File: config.mk
export PLATFORM = sky130hd
export DESIGN_NAME = cla_pipe
export DESIGN_NICKNAME = d
export VERILOG_FILES = /design/src/rtl/cla_pipe_pkg.sv /design/src/rtl/cla_seg.sv /design/src/rtl/cla_pipe.sv
export SDC_FILE = /design/constraint.sdc
export NUM_CORES = 1
export LEC_CHECK = 0
export CORE_MARGIN = 2
export CORE_UTILIZATION = 65
export CTS_CLUSTER_DIAMETER = 100
export CTS_CLUSTER_SIZE = 28
export DETAILED_ROUTE_END_ITERATION = 6
export DONT_BUFFER_PORTS = 1
export HOLD_SLACK_MARGIN = 0.05
export PLACE_DENSITY = 0.83
export SLEW_MARGIN = 10
export SYNTH_ARGS = -nofsm -noshare
export SYNTH_HDL_FRONTEND = slang
export SYNTH_SLANG_ARGS = --single-unit
File: constraint.sdc
create_clock -name clk -period 10.1 [get_ports clk]
set_input_delay 2.02 -clock clk [delete_from_list [all_inputs] [get_ports clk]]
set_output_delay 2.02 -clock clk [all_outputs]
set_load 0.01 [all_outputs]
File: src/rtl/cla_pipe_pkg.sv
// Shared types and helpers for the pipelined carry-lookahead add/subtract unit.
package cla_pipe_pkg;

    localparam int unsigned CLA_WIDTH = 16;
    localparam int unsigned CLA_SEG   = 4;

    typedef struct packed {
        logic                 valid;
        logic [CLA_WIDTH-1:0] opnd_a;
        logic [CLA_WIDTH-1:0] opnd_b;
        logic [CLA_WIDTH-1:0] psum;
        logic                 carry;
        logic                 sign;
        logic                 sub;
        logic                 a_msb;
        logic                 b_msb;
    } cla_stage_t;

    // Signed rule uses operand/result MSBs; unsigned rule is carry (add) or borrow (sub).
    function automatic logic cla_ofl(input logic sign, input logic sub,
                                     input logic a_msb, input logic b_msb,
                                     input logic s_msb, input logic cout);
        logic ofl;
        if (sign) begin
            ofl = (a_msb == b_msb) && (s_msb != a_msb);
        end else begin
            ofl = sub ? ~cout : cout;
        end
        return ofl;
    endfunction

endpackage

File: src/rtl/cla_seg.sv
// Combinational SEG-bit carry-lookahead adder with group propagate/generate.
module cla_seg #(
    parameter int unsigned SEG = 4
) (
    input  logic [SEG-1:0] a,
    input  logic [SEG-1:0] b,
    input  logic           ci,
    output logic [SEG-1:0] s,
    output logic           p,
    output logic           g,
    output logic           co
);

    logic [SEG-1:0] pb_c;
    logic [SEG-1:0] gb_c;
    logic [SEG:0]   c_c;
    logic           gg_c;

    assign pb_c = a ^ b;
    assign gb_c = a & b;

    // Each carry is the flat sum-of-products over all lower generate terms and ci.
    always_comb begin
        logic gen_v;
        logic prop_v;
        c_c    = '0;
        c_c[0] = ci;
        gen_v  = 1'b0;
        prop_v = 1'b1;
        for (int i = 0; i < SEG; i++) begin
            gen_v  = 1'b0;
            prop_v = 1'b1;
            for (int j = i; j >= 0; j--) begin
                gen_v  = gen_v | (prop_v & gb_c[j]);
                prop_v = prop_v & pb_c[j];
            end
            c_c[i+1] = gen_v | (prop_v & ci);
        end
        gg_c = gen_v;
    end

    assign s  = pb_c ^ c_c[SEG-1:0];
    assign p  = &pb_c;
    assign g  = gg_c;
    assign co = c_c[SEG];

endmodule

File: src/rtl/cla_pipe.sv
// Pipelined carry-lookahead add/subtract: one SEG-bit segment resolved per stage,
// valid/ready handshake with whole-pipe stall, flags registered with the final stage.
module cla_pipe
    import cla_pipe_pkg::*;
#(
    parameter int unsigned WIDTH = CLA_WIDTH,
    parameter int unsigned SEG   = CLA_SEG
) (
    input  logic             clk,
    input  logic             rst,
    input  logic             in_valid,
    output logic             in_ready,
    input  logic [WIDTH-1:0] a,
    input  logic [WIDTH-1:0] b,
    input  logic             ci,
    input  logic             sub,
    input  logic             sign,
    output logic             out_valid,
    input  logic             out_ready,
    output logic [WIDTH-1:0] sum,
    output logic             cout,
    output logic             ofl,
    output logic             zero
);

    localparam int unsigned STAGES = WIDTH / SEG;

    if (((WIDTH % SEG) != 0) || (WIDTH != CLA_WIDTH)) begin : g_bad_cfg
        $error("cla_pipe: WIDTH must be a multiple of SEG and match the package stage width");
    end

    cla_stage_t        stage_q [STAGES];
    cla_stage_t        src_c   [STAGES];
    cla_stage_t        nxt_c   [STAGES];
    cla_stage_t        in_stage_c;
    logic [SEG-1:0]    seg_s_c [STAGES];
    logic [STAGES-1:0] seg_p_c;
    logic [STAGES-1:0] seg_g_c;
    logic [STAGES-1:0] seg_co_c;
    logic              adv_c;
    logic              ofl_q;
    logic              zero_q;
    logic              unused_c;

    assign adv_c    = ~stage_q[STAGES-1].valid | out_ready;
    assign in_ready = adv_c;

    // Subtraction is a + ~b with the carry-in forced high.
    always_comb begin
        in_stage_c        = '0;
        in_stage_c.valid  = in_valid;
        in_stage_c.opnd_a = a;
        in_stage_c.opnd_b = sub ? ~b : b;
        in_stage_c.carry  = sub | ci;
        in_stage_c.sign   = sign;
        in_stage_c.sub    = sub;
        in_stage_c.a_msb  = a[WIDTH-1];
        in_stage_c.b_msb  = in_stage_c.opnd_b[WIDTH-1];
    end

    always_comb begin
        src_c[0] = in_stage_c;
        for (int k = 1; k < STAGES; k++) begin
            src_c[k] = stage_q[k-1];
        end
    end

    for (genvar k = 0; k < STAGES; k++) begin : g_seg
        cla_seg #(.SEG(SEG)) u_seg (
            .a  (src_c[k].opnd_a[k*SEG +: SEG]),
            .b  (src_c[k].opnd_b[k*SEG +: SEG]),
            .ci (src_c[k].carry),
            .s  (seg_s_c[k]),
            .p  (seg_p_c[k]),
            .g  (seg_g_c[k]),
            .co (seg_co_c[k])
        );
    end

    always_comb begin
        for (int k = 0; k < STAGES; k++) begin
            nxt_c[k]                   = src_c[k];
            nxt_c[k].psum[k*SEG +: SEG] = seg_s_c[k];
            nxt_c[k].carry             = seg_co_c[k];
        end
    end

    // All stages shift together or hold together; bubbles are never squeezed out.
    always_ff @(posedge clk or posedge rst) begin
        if (rst) begin
            for (int k = 0; k < STAGES; k++) begin
                stage_q[k] <= '0;
            end
            ofl_q  <= 1'b0;
            zero_q <= 1'b0;
        end else if (adv_c) begin
            for (int k = 0; k < STAGES; k++) begin
                stage_q[k] <= nxt_c[k];
            end
            ofl_q  <= cla_ofl(nxt_c[STAGES-1].sign, nxt_c[STAGES-1].sub,
                              nxt_c[STAGES-1].a_msb, nxt_c[STAGES-1].b_msb,
                              nxt_c[STAGES-1].psum[WIDTH-1], nxt_c[STAGES-1].carry);
            zero_q <= (nxt_c[STAGES-1].psum == '0);
        end
    end

    assign out_valid = stage_q[STAGES-1].valid;
    assign sum       = stage_q[STAGES-1].psum;
    assign cout      = stage_q[STAGES-1].carry;
    assign ofl       = ofl_q;
    assign zero      = zero_q;

    // Group P/G and the final stage's leftover operand fields have no consumer.
    assign unused_c = ^{seg_p_c, seg_g_c, stage_q[STAGES-1]};

endmodule

# After elaboration in Yosys (flattened, before gate mapping)
# Index checks and enable logic that the tools add are counted.
# W data, S select, Z words.
totals:
  output_inout_bits: 21
  reg_bits: 158
  elab_cells: 160
  memories: 0
  latch_bits: 0
  mem_bits_ro: 0
  ramBits: 0
op_classes:
  n_reduce_logical: 2
  n_eq_ne: 2
  mul: 0
  n_bitwise: 121
  add_sub_neg: 0
  muxes: 3
  magnitude_cmp: 0
  n_div: 0
  shifts: 0
op_table:
  columns: ["op", "count"]
  rows:
  - ["$and A1 B1 Y1", 64]
  - ["$or A1 B1 Y1", 42]
  - ["$xor A4 B4 Y4", 8]
  - ["$and A4 B4 Y4", 4]
  - ["$logic_not A16 Y1", 1]
  - ["$mux W16", 1]
  - ["$not A16 Y16", 1]
  - ["$mux W1", 2]
  - ["$not A1 Y1", 2]
  - ["$eq A1 B1 Y1", 1]
  - ["$logic_and A1 B1 Y1", 1]
  - ["$ne A1 B1 Y1", 1]

# Depth between registers and ports, before layout
logic_depth:
  depth_word: 9
  depth_mapped: 9

# By module
# From an unflattened synthesis, not the netlist that was laid out.
hier_totals:
  hier_cells: 543
  hier_area_um2: 4937.2
modules_own_cells:
  columns: ["mod", "area_each_um2", "instances", "cells_each"]
  rows:
  - ["cla_pipe", 4161.5, 1, 455]
  - ["cla_seg", 193.9, 4, 22]

# Worst setup path before layout
# Ideal clock, no wire load.
synth_timing:
  kind: "in2out"
  from: "input port out_ready"
  to: "output port in_ready"
  path_stages: 5
  arrival_ns: 2.622
  n_path_buf: 3
  setup_slack_ns: 5.458
  path_cell_list: "nor2b_1 buf_2 inv_1 buf_2 buf_2"
synth_between:
  elab_chain_len: 1
synth_lines:
  columns: ["item", "line", "source"]
  rows:
  - ["start: declaration", "cla_pipe.sv:19", "input logic out_ready,"]
  - ["$or A1 B1 Y1", "cla_pipe.sv:45", "assign adv_c = ~stage_q[STAGES-1].valid | out_ready;"]
  - ["end: declaration", "cla_pipe.sv:12", "output logic in_ready,"]
# Every way passes these cells.

# Final worst setup path
# Same ends and word-level chain as after synthesis.

==> flow_summary_export.csv <==
group,metric,value,unit
floorplanning,die_width,88.3,um
sta,finalCritPeriodShare,49.1,%
global_route,antenna_found_initial,0,
critical_path,cp_max_fo,92,
detailed_routing,vias_per_cell,5.29,
place,dpl.hpwl,5.17,mm
power_and_ir_drop,pwr_density_cell,324,mW/mm2
yosys,ys_types,37,
yosys,synthTopCellsByCount,"nand2_1 (235), dfrtp_1 (104), o21ai_0 (23), xnor2_1 (19), ha_1 (16)",
clock_tree,max-clock-path-buffers,2,
clock_tree,clk_pin_slew_worst_paths,0.10,ns
sta,relSlewSlack,40.8,%
sta,setup_viol,0,
hold_path,min-delay-start,"nxt_c[53]",
detailed_routing,vias,3129,
clock_tree,htreeDepth,3,
yosys,synth.most_common_cell,"nand2_1",
yosys,synth_enable_flop_cells,0,
detailed_routing,drtPass1Iterations,4,
sta,hold_viol_final,0,
detailed_routing,routedWlPerCell,13.5,um
hold_path,hp-class,"reg -> reg",
sta,tightest_slew,0.888,ns
sta,clock-skew-final,0.0119,ns
clock_tree,cts_buffers,9,
power_and_ir_drop,peakVddDrop,0.139,mV
global_route,gr-total-overflow,0,
yosys,synth.area.top_cells,"dfrtp_1 (56%), nand2_1 (19%), ha_1 (4.3%)",
sta,fmax,0.202,GHz
critical_path,cp_num_buf_inv,2,
clock_tree,root_buffer,"clkbuf_8",
cells_and_area,final_nets,550,
detailed_routing,wirelength,8.00,mm
critical_path,required,8.08,ns
clock_tree,cts_hold_buf,0,
sta,finalCriticalPeriod,4.96,ns
critical_path,critPathLaunchType,"input port",
detailed_routing,ant_nets,0,
critical_path,timing.reg2reg.setup_slack,8.01,ns
yosys,async_flop_share,100,%
critical_path,slowest_delay,0.45,ns
sta,rsz0062_at_grt,"no",
critical_path,endpoint_kind,"output pin",
clock_tree,cts_tree,"yes",
yosys,yosysSeqAreaShare,56.4,%
cells_and_area,n_antenna_cell,0,
yosys,synth_top_area_share,56.4,%
critical_path,worst_path_max_delay_cell,"nor2b_4",
critical_path,crit_start,"out_ready",
global_route,grt_pass1_wl,14.0,mm
critical_path,critPathTopFamily,"simple AND/OR/NAND/NOR gates",
clock_tree,postCtsSetupRepairBufs,0,
yosys,avgSynthCellArea,9.20,um2
global_route,grt_pass1_vias,3019,
floorplanning,dieHeight,88.3,um
sta,slew_violations,0,
floorplanning,rows,30,
yosys,ys_warn_count,0,
detailed_routing,drc,0,
place,portBuffers,0,
floorplanning,start_util,67.6,%
flow_run,drv_cap,0,
yosys,synth_area,0.00462,mm2
critical_path,path_class,"in -> out",
sta,tns,0,ns
clock_tree,cts_resized,0,
yosys,synthCells,502,
global_route,grt_usage,23.2,%
place,gp_congestion,0.775,
clock_tree,cts_sinks,104,
yosys,synth_nets,561,
floorplanning,ios,60,
yosys,yosysTopAreaCell,"dfrtp_1",
critical_path,worstReg2RegStart,"out_valid",
status,status,"completed",
yosys,synth-seq-cells,104,
global_route,grt_max_degree,93,
critical_path,arrival,2.94,ns
detailed_routing,drt_iter0_markers,233,
cells_and_area,final_cell_area,0.00495,mm2
floorplanning,dieArea,0.00780,mm2
floorplanning,coreArea,0.00683,mm2
place,post_dp_cell_area,0.00465,mm2
yosys,synth_flop_cell,"dfrtp_1",
cells_and_area,area_delta_synth_final,7.26,%
cells_and_area,layout-drive-gt1-share,5.65,%
power_and_ir_drop,p_leak,2.49,nW
critical_path,path_cells,"nor2b_4, inv_2, buf_4",
clock_tree,clk_latency,0.36,ns
[cell families after synthesis]
| logic type | Yosys count | share of synthesized area (%) |
|---|---|---|
| XOR/XNOR | 26 | 4.93 |
| adder cells (fa/ha/maj) | 20 | 6.07 |
| multiplexers | 1 | 0.244 |
| flip-flops | 104 | 56.4 |
| AND/OR/NAND/NOR | 261 | 21.8 |
| AO/OA/AOI/OAI | 54 | 7.10 |
| buffers and inverters | 36 | 3.47 |
[registers in the layout, summed over array words and instances (netlist names)]
register and flops:
nxt_c 81, zero 1, src_c 3, ofl 1, cout 1, out_valid 1, sum 16
[final timing paths]
check	end	cells after the start
setup / recovery	in_ready	3
hold / removal	nxt_c[53]	2
setup reg to reg	nxt_c[144]	3
max in group asynchronous	nxt_c[144]	2
hold reg to reg	nxt_c[53]	2
min in group asynchronous	sum[8]	1
[metal layers]
layer / part of all wire (%) / global-route usage [%] / vias up
met5: 0 / 0 / -
met4: 1.7 / 8.68 / 0
met3: 5.2 / 4.29 / 12
met2: 48 / 34.9 / 76
met1: 46 / 34.2 / 1484
li1: - / - / 1557
[tightest hold or removal path: stages (launching register included)]
cell and delay [ns]:
dfrtp_1 0.35, nand2_1 0.05, nand2_1 0.05
[power by group]
| group | internal (W) | switching [W] |
|---|---|---|
| sequential | 0.000600 | 0.000137 |
| combinational | 0.000205 | 0.000300 |
| clock | 0.000228 | 0.000134 |
| total | 0.00103 | 0.000571 |
[metrics by stage]
step	power, W	hold WS [ns]	utilization [%]	std cells	worst slack (ns)
finish	0.00160	0.470	72.5	592	5.14
global route	0.00175	0.493	72.5	592	5.01
CTS	0.00161	0.476	72.5	592	5.13
detailed placement	0.00125	0.454	68.1	576	5.13
floorplan	0.00113	0.430	-	502	5.35
global placement	0.00121	0.443	68.1	576	5.14
[cell usage in the layout (no fill, tap or decap), types with 7 or more instances in the layout]
cell,n
inv_1,9
dfrtp_1,104
nor2_1,14
clkbuf_8,11
xnor2_1,19
a21oi_1,13
nand2_1,235
ha_1,16
o21ai_0,23
xor2_1,7
[cell type report]
cell class | count | area (um2)
inverters | 11 | 43.8
multi-input cells | 362 | 1860
repair buffers | 3 | 22.5
fillers | 524 | 1880
well taps | 96 | 120
clock buffers | 11 | 151
flip-flops and latches | 104 | 2600
clock inverters | 5 | 150
Power figures use the tool's default switching activity.
